==> src/rtl/wave_seq_ctrl.sv <==
// Segment sequencer for the triangular-wave generator: plays (amp, psc, dur) table entries with a one-cycle enable-low gap between segments.
// Latency: start/stop take effect one cycle after sampling; no backpressure, table writes accepted every cycle.
module wave_seq_ctrl #(
    parameter int DEPTH = 8,
    parameter int AW    = 3
) (
    input  logic          clk,
    input  logic          rst,
    input  logic          cfg_we,
    input  logic [AW-1:0] cfg_addr,
    input  logic [15:0]   cfg_amp,
    input  logic [15:0]   cfg_psc,
    input  logic [15:0]   cfg_dur,
    input  logic [AW-1:0] last_seg,
    input  logic          loop,
    input  logic          start,
    input  logic          stop,
    output logic          gen_ena,
    output logic [15:0]   gen_amplitude,
    output logic [15:0]   gen_prescaler,
    output logic [AW-1:0] seg_idx,
    output logic          busy,
    output logic          done
);

    typedef enum logic [1:0] {
        IDLE = 2'd0,
        RUN  = 2'd1,
        GAP  = 2'd2
    } state_t;

    state_t        state;
    state_t        state_nxt;
    logic [15:0]   cnt;
    logic [15:0]   cnt_nxt;
    logic [15:0]   dur;
    logic [15:0]   dur_nxt;
    logic [15:0]   amp_nxt;
    logic [15:0]   psc_nxt;
    logic [AW-1:0] idx_nxt;
    logic [AW-1:0] last_r;
    logic [AW-1:0] last_nxt;
    logic          loop_r;
    logic          loop_nxt;
    logic          ena_nxt;
    logic          busy_nxt;
    logic          done_nxt;
    logic          load;
    logic [AW-1:0] load_idx;
    logic [47:0]   entry;

    // Table layout per entry: {amp, psc, dur}; survives reset on purpose.
    logic [47:0]   tbl [DEPTH];

    always_ff @(posedge clk) begin
        if (cfg_we) begin
            tbl[cfg_addr] <= {cfg_amp, cfg_psc, cfg_dur};
        end
    end

    assign entry = tbl[load_idx];

    always_comb begin
        state_nxt = state;
        cnt_nxt   = cnt;
        dur_nxt   = dur;
        amp_nxt   = gen_amplitude;
        psc_nxt   = gen_prescaler;
        idx_nxt   = seg_idx;
        last_nxt  = last_r;
        loop_nxt  = loop_r;
        ena_nxt   = 1'b0;
        done_nxt  = 1'b0;
        load      = 1'b0;
        load_idx  = seg_idx;

        case (state)
            IDLE: begin
                if (start) begin
                    state_nxt = RUN;
                    last_nxt  = last_seg;
                    loop_nxt  = loop;
                    load      = 1'b1;
                    load_idx  = '0;
                    ena_nxt   = 1'b1;
                end
            end
            RUN: begin
                ena_nxt = 1'b1;
                if (cnt == dur) begin
                    ena_nxt = 1'b0;
                    if (seg_idx != last_r) begin
                        state_nxt = GAP;
                        load      = 1'b1;
                        load_idx  = AW'(seg_idx + 1'b1);
                    end else if (loop_r) begin
                        state_nxt = GAP;
                        load      = 1'b1;
                        load_idx  = '0;
                    end else begin
                        state_nxt = IDLE;
                        done_nxt  = 1'b1;
                    end
                end else begin
                    cnt_nxt = cnt + 16'd1;
                end
            end
            GAP: begin
                state_nxt = RUN;
                ena_nxt   = 1'b1;
                cnt_nxt   = '0;
            end
            default: begin
                state_nxt = IDLE;
            end
        endcase

        // Abort wins over everything; outputs other than enable keep their last values.
        if (stop) begin
            state_nxt = IDLE;
            ena_nxt   = 1'b0;
            done_nxt  = 1'b0;
            load      = 1'b0;
            last_nxt  = last_r;
            loop_nxt  = loop_r;
        end

        if (load) begin
            amp_nxt = entry[47:32];
            psc_nxt = entry[31:16];
            dur_nxt = entry[15:0];
            cnt_nxt = '0;
            idx_nxt = load_idx;
        end

        busy_nxt = (state_nxt != IDLE);
    end

    always_ff @(posedge clk) begin
        if (rst) begin
            state         <= IDLE;
            cnt           <= '0;
            dur           <= '0;
            last_r        <= '0;
            loop_r        <= 1'b0;
            gen_ena       <= 1'b0;
            gen_amplitude <= '0;
            gen_prescaler <= '0;
            seg_idx       <= '0;
            busy          <= 1'b0;
            done          <= 1'b0;
        end else begin
            state         <= state_nxt;
            cnt           <= cnt_nxt;
            dur           <= dur_nxt;
            last_r        <= last_nxt;
            loop_r        <= loop_nxt;
            gen_ena       <= ena_nxt;
            gen_amplitude <= amp_nxt;
            gen_prescaler <= psc_nxt;
            seg_idx       <= idx_nxt;
            busy          <= busy_nxt;
            done          <= done_nxt;
        end
    end

endmodule

==> config.mk <==
export PLATFORM = sky130hd
export DESIGN_NAME = wave_seq_ctrl
export DESIGN_NICKNAME = d
export VERILOG_FILES = /design/src/rtl/wave_seq_ctrl.sv
export SDC_FILE = /design/constraint.sdc
export NUM_CORES = 1
export LEC_CHECK = 0
export BUFFER_PORTS_ARGS = -buffer_cell sky130_fd_sc_hd__buf_2
export CORE_UTILIZATION = 45
export DETAILED_ROUTE_END_ITERATION = 10
export PLACE_DENSITY = 0.6
export SLEW_MARGIN = 25
export SYNTH_ARGS = -nofsm -noshare
export SYNTH_HDL_FRONTEND = slang
export SYNTH_SLANG_ARGS = --single-unit
==> constraint.sdc <==
create_clock -name clk -period 4.95 [get_ports clk]
set_input_delay 0 -clock clk [delete_from_list [all_inputs] [get_ports clk]]
set_output_delay 0 -clock clk [all_outputs]
set_load 0.01 [all_outputs]
==> results.md, run 1 <==
* Status: completed
* Type of the worst setup path: reg2reg
* Vias in the first global route at 10356
* Setup tns final at 0 ps
* Rel. slew slack at 35.40%
* Num ports at 98
* CTS root buffer: clkbuf_16
* Sequential area share after synthesis at 73.44%
* Adder-cell share of the synthesized area at 0.1408%
* # port buffers at 97
* Actual slew at the worst max-slew pin at 969.1 ps
* Minimum hold slack at 46.56 ps
* Hold Path Class: in2reg
* Setup-failing EPs final at 0
* Row cnt at 72
* Synth Warn # at 0
* Post-route DRC at 0
* Die area at 0.04029 mm²
* Number of synthesized flops with an enable pin at 384
* Synth area leaders: edfxtp_1 65%, dfxtp_1 8.6%, mux2i_1 5.4%
* TritonCTS Buffers at 46
* Post-layout minimum cycle time at 3567 ps
* Hold-fix buffers, CTS at 59
* Largest family of logic cells by synthesized area: compound AO/OA/AOI/OAI gates
* Post-Syn Instances at 1132
* Commonest non-fill, non-tap cell in the layout: edfxtp_1
* Core area at 0.03883 mm²
* Postcts setup bufs at 0
* Most frequent cells in the layout: 384 x edfxtp_1, 116 x nand2_1, 97 x buf_2
* Gpl congestion at 0.8411
* Critical path launch point type: flop
* Ys async rst share at 0%
* First-pass GRT wire length at 60700 µm
* Synth Net Count at 1194
* Worst skew pair latency at 550 ps
* First DRT Iteration DRCs at 645
* Reg clk slew, reported paths at 60 ps
* Complex-gate fraction of the synthesized area at 9.680%
* Syn-to-layout area delta at 17.80%
* # Max-Cap Violations at 0
* Crit Path Max Fanout at 65
* CTS tree: done
* Initial core utilization at 45.77%
* Flops & latches, synth at 460
* Synth Area in Simple Gates at 4.999%
* Total number of vias at 10131
* Routed Antenna Nets at 0
* Synth Area per Inst at 15.70 µm²
* Worst Reg-to-Reg Cells at 9
* Drt pass-1 iters at 5
* Die H at 200.7 µm
* Top-area cell type share of the netlist area at 64.88%
* Post-Route Skew at 14.60 ps
* CTS resizes at 0
* Synth cell types at 47
* Largest net degree at the start of global routing at 98
* CP required at 5330 ps
* P_leak at 7.118 nW
* Mux cell area share after synthesis at 8.575%
* CP endpoint kind: flop
* GR Overflow Total at 0
* Dominant cell type by area after synthesis: edfxtp_1
* Post-synth top flop: edfxtp_1
* Max Buffers Root-to-Sink at 3
* Synth Cell Area at 0.01777 mm²
* Die W at 200.7 µm
* Total Routed Length at 38970 µm
* Fillers at 3148
* DP Wirelength at 20830 µm
* Via density at 5.470
* Clock sink count at 460
* Worst vdd ir at 220.4 µV
* Hold Path Stages at 3
* F_max at 0.2803 GHz
* RSZ-0062 raised after global routing: no
* PD cells at 385.0 mW/mm²
* GRT Total Usage at 19.54%
* Wire per inst at 21.04 µm
* Initial antenna violation count at 0
* N_diodes at 0
* Critical path arrival at 3950 ps
* Synth Area in XOR/XNOR at 1.183%
* Ratio of cells with drive above 1 in the final layout at 16.49%
* Final period utilization at 72.06%
* Htree depth at 2
* Slew Viols, Final at 0
* Final hold violation count at 0
* Final #Nets at 1359
-- sequential cells by signal, summed over array words and instances (netlist names), 2 cells and up --
name	count
last_r	3
gen_amplitude	16
tbl	384
gen_prescaler	16
cnt	16
dur	16
seg_idx	3
state	2
-- cell type report --
cell class,count,area [µm²],area share (%)
flip-flops and latches,460,13050,62.35
well taps,518,648.1,3.096
repair buffers,181,1296,6.192
clock buffers,71,1379,6.586
multi-input cells,606,4457,21.29
clock inverters,14,95.09,0.4542
inverters,2,7.507,0.03586
-- power by group --
group / switching (mW) / total, mW / internal, mW
combinational: 0.217 / 0.349 / 0.132
sequential: 0.0407 / 4.37 / 4.32
clock: 1.38 / 3.35 / 1.97
total: 1.64 / 8.06 / 6.42
-- cells by family (layout without fill, tap and decap cells) --
kind of cell | count (synthesis) | in the layout
DFF | 460 | 460
AOI/OAI and AO/OA | 235 | 235
and+or+nand+nor | 199 | 199
muxes | 146 | 146
buffers and inverters | 66 | 268
xor gates and xnor gates | 24 | 24
adders and majority gates | 2 | 2
-- path summary, 6_finish.rpt --
path	from	endpoint	slack, ps
hold / removal	start	gen_ena$_SDFF_PP0_	50
setup reg to reg	cnt[11]$_SDFFE_PP0P_	dur[15]$_SDFFE_PP0P_	1380
setup / recovery	cnt[11]$_SDFFE_PP0P_	dur[15]$_SDFFE_PP0P_	1380
hold reg to reg	cnt[1]$_SDFFE_PP0P_	cnt[1]$_SDFFE_PP0P_	520
-- metal layers --
metal	global-route usage, %	up-vias	share of wire [%]
met2	31.86	211	48
met1	27.38	5136	47
met3	3.166	43	4.4
met5	0	-	0
li1	-	4741	-
met4	5.016	0	1.5
-- metrics by stage --
step           power [mW]  std cells  setup WS (ps)  instance area (µm²)  utilization (%)
3_3_place_gp        4.749       1707           1466                18840            48.53
5_1_grt             8.324       1852           1024                20940            53.92
3_5_place_dp        4.761       1708           1348                18870            48.60
6_report            8.060       1852           1383                20940            53.92
2_1_floorplan       4.605       1132          979.4                17770                -
4_1_cts             8.133       1852           1340                20940            53.92
-- worst max-delay path, cell delays in order (launching register included) --
cell and delay, ps:
dfxtp_1 350, xor2_1 170, nor4_1 310, nand4_1 350, o211ai_1 320, and2_4 760, buf_4 510, mux2i_1 250
a2bb2oi_1 190, a31oi_1 110
-- cells in the mapped netlist (4+ instances only) --
cell type / count
a211oi_1: 5
a21o_1: 22
a21oi_1: 45
a221o_1: 26
a22oi_1: 22
a2bb2oi_1: 26
a31oi_1: 27
and3_1: 5
buf_2: 17
buf_6: 10
clkbuf_1: 32
dfxtp_1: 76
edfxtp_1: 384
mux2_1: 32
mux2_2: 18
mux2i_1: 96
nand2_1: 116
nand2b_1: 8
nand3_1: 7
nand4_1: 5
nor2_1: 32
nor4_1: 5
o211ai_1: 25
o21ai_0: 7
o22a_1: 22
xnor2_1: 4
xor2_1: 20
No activity file was read; power rests on OpenSTA's default activity.
==> inputs of run 2 (changes only) <==
PLACE_DENSITY = 0.62   (was 0.6)
clock period = 3 ns   (was 4.95 ns; I/O delays follow)
==> run 2 against run 1 <==
Total power grew 68%. Combinational power grew 76%. Cell count grew 2.1%. Clock power grew 70%. Count of clock-buffer cells in the layout shrank 2.
==> results.md, run 2 (same netlist as run 1, synthesis figures left out) <==
* Cell family with most CP delay: simple AND/OR/NAND/NOR gates
* Syn-to-layout area delta at 20.68%
* CP endpoint kind: flop
* # port buffers at 97
* Max Buffers Root-to-Sink at 3
* PD cells at 630.2 mW/mm²
* CTS root buffer: clkbuf_16
* Die area at 0.04029 mm²
* Final cell count without fillers at 1890
* First-pass GRT wire length at 61020 µm
* Via density at 5.523
* Rel. slew slack at 44.15%
* Worst skew pair latency at 550 ps
* Initial core utilization at 45.77%
* Total number of vias at 10438
* Type of the worst setup path: reg2reg
* Row cnt at 72
* GRT Total Usage at 19.54%
* CP required at 3410 ps
* Post-route DRC at 0
* GR Overflow Total at 0
* Reg clk slew, reported paths at 60 ps
* Final core occ at 55.24%
* F_max at 0.3486 GHz
* Clock sink count at 460
* Initial antenna violation count at 0
* Buf/Inv on CP at 2
* Hold Path Class: in2reg
* Crit-path slowest cell: or4b_4
* Most frequent cells in the layout: 384 x edfxtp_1, 116 x nand2_1, 97 x buf_2
* # Max-Cap Violations at 0
* Slew Viols, Final at 0
* Routed Antenna Nets at 0
* Drt pass-1 iters at 5
* Largest net degree at the start of global routing at 54
* Die H at 200.7 µm
* Worst vdd ir at 385.6 µV
* Post-Route Skew at 13.82 ps
* First DRT Iteration DRCs at 721
* Final worst slack at 131.2 ps
* Minimum hold slack at 62.84 ps
* Setup tns final at 0 ps
* Die W at 200.7 µm
* Status: completed
* Critical path arrival at 3270 ps
* Top reg by flops: tbl
* Crit Path Max Fanout at 26
* Placed cell areas at 0.01921 mm²
* Vias in the first global route at 10507
* Commonest non-fill, non-tap cell in the layout: edfxtp_1
* Num ports at 98
* TritonCTS Buffers at 46
* Wire per inst at 20.90 µm
* Post-layout minimum cycle time at 2869 ps
* Setup-failing EPs final at 0
* Total Routed Length at 39500 µm
* CTS tree: done
* Htree depth at 2
* Final hold violation count at 0
* Final #Nets at 1396
* Placed insts at 1734
* Tot Pwr at 13.52 mW
* Actual slew at the worst max-slew pin at 837.7 ps
* Critical path launch point type: flop
* Number of flip-flops in the largest register at 384
* Ratio of cells with drive above 1 in the final layout at 19.24%
* DP Wirelength at 21300 µm
* Design area at 0.02145 mm²
* Dpl ws at -142.2 ps
* Gpl congestion at 0.8173
* N_diodes at 0
* Final period utilization at 95.63%
* Core area at 0.03883 mm²
* P_leak at 7.388 nW
* CP max stage delay at 540 ps
* Crit-path cells: xor2_1 -> nor4_2 -> nand4_1 -> buf_4 -> or4b_4 -> and2_4 -> buf_12 -> mux2_1 -> a22oi_1 -> o211ai_1
run 2: changes by cell type in the layout (fill, tap and decap cells not counted), sizes merged:
cell         before  now
and2              4    5
buf             122  156
bufinv            1    3
clkbuf           71   69
clkinv           11   12
clkinvlp          1    2
dlygate4sd3      59   61
inv               3    2
run 2: path summary, 6_finish.rpt:
path	startpoint	end	slack (ps)	cells past startpoint
setup reg to reg	dur[0]$_SDFFE_PP0P_	gen_prescaler[12]$_SDFFE_PP0P_	130	10
hold / removal	start	gen_ena$_SDFF_PP0_	60	3
setup / recovery	dur[0]$_SDFFE_PP0P_	gen_prescaler[12]$_SDFFE_PP0P_	130	10
hold reg to reg	cnt[8]$_SDFFE_PP0P_	cnt[8]$_SDFFE_PP0P_	550	2
run 2: cell type report:
type                    count  area (µm²)
inverters                   2       7.507
repair buffers            217        1705
well taps                 518       648.1
clock inverters            17       158.9
clock buffers              69        1361
fillers                  3056       17380
flip-flops and latches    460       13050
multi-input cells         607        4512
run 2: worst min-delay path, stage by stage:
cell      delay (ps)
buf_2            100
nand2_1          250
a211oi_1         180
run 2: what timing repair did:
action	in CTS	in global routing
pin swaps	2	0
setup buffers	3	5
cloned	0	1
gates resized for setup	3	6
hold buffers	61	0
endpoints found under the setup margin	48	32
hold endpoints to repair	393	0
run 2: routing by layer:
layer  GRT usage [%]  vias up  share of wire (%)
li1                -     4810                  -
met1           27.20     5288                 45
met2           31.83      269                 48
met3           3.117       71                4.9
met4           5.562        0                2.1
met5               0        -                  0
run 2: power breakdown:
group	internal (mW)	switching [mW]	leakage [nW]
registers	7.13	0.0662	4.11
clock network	3.39	2.31	0.741
logic	0.244	0.370	2.54
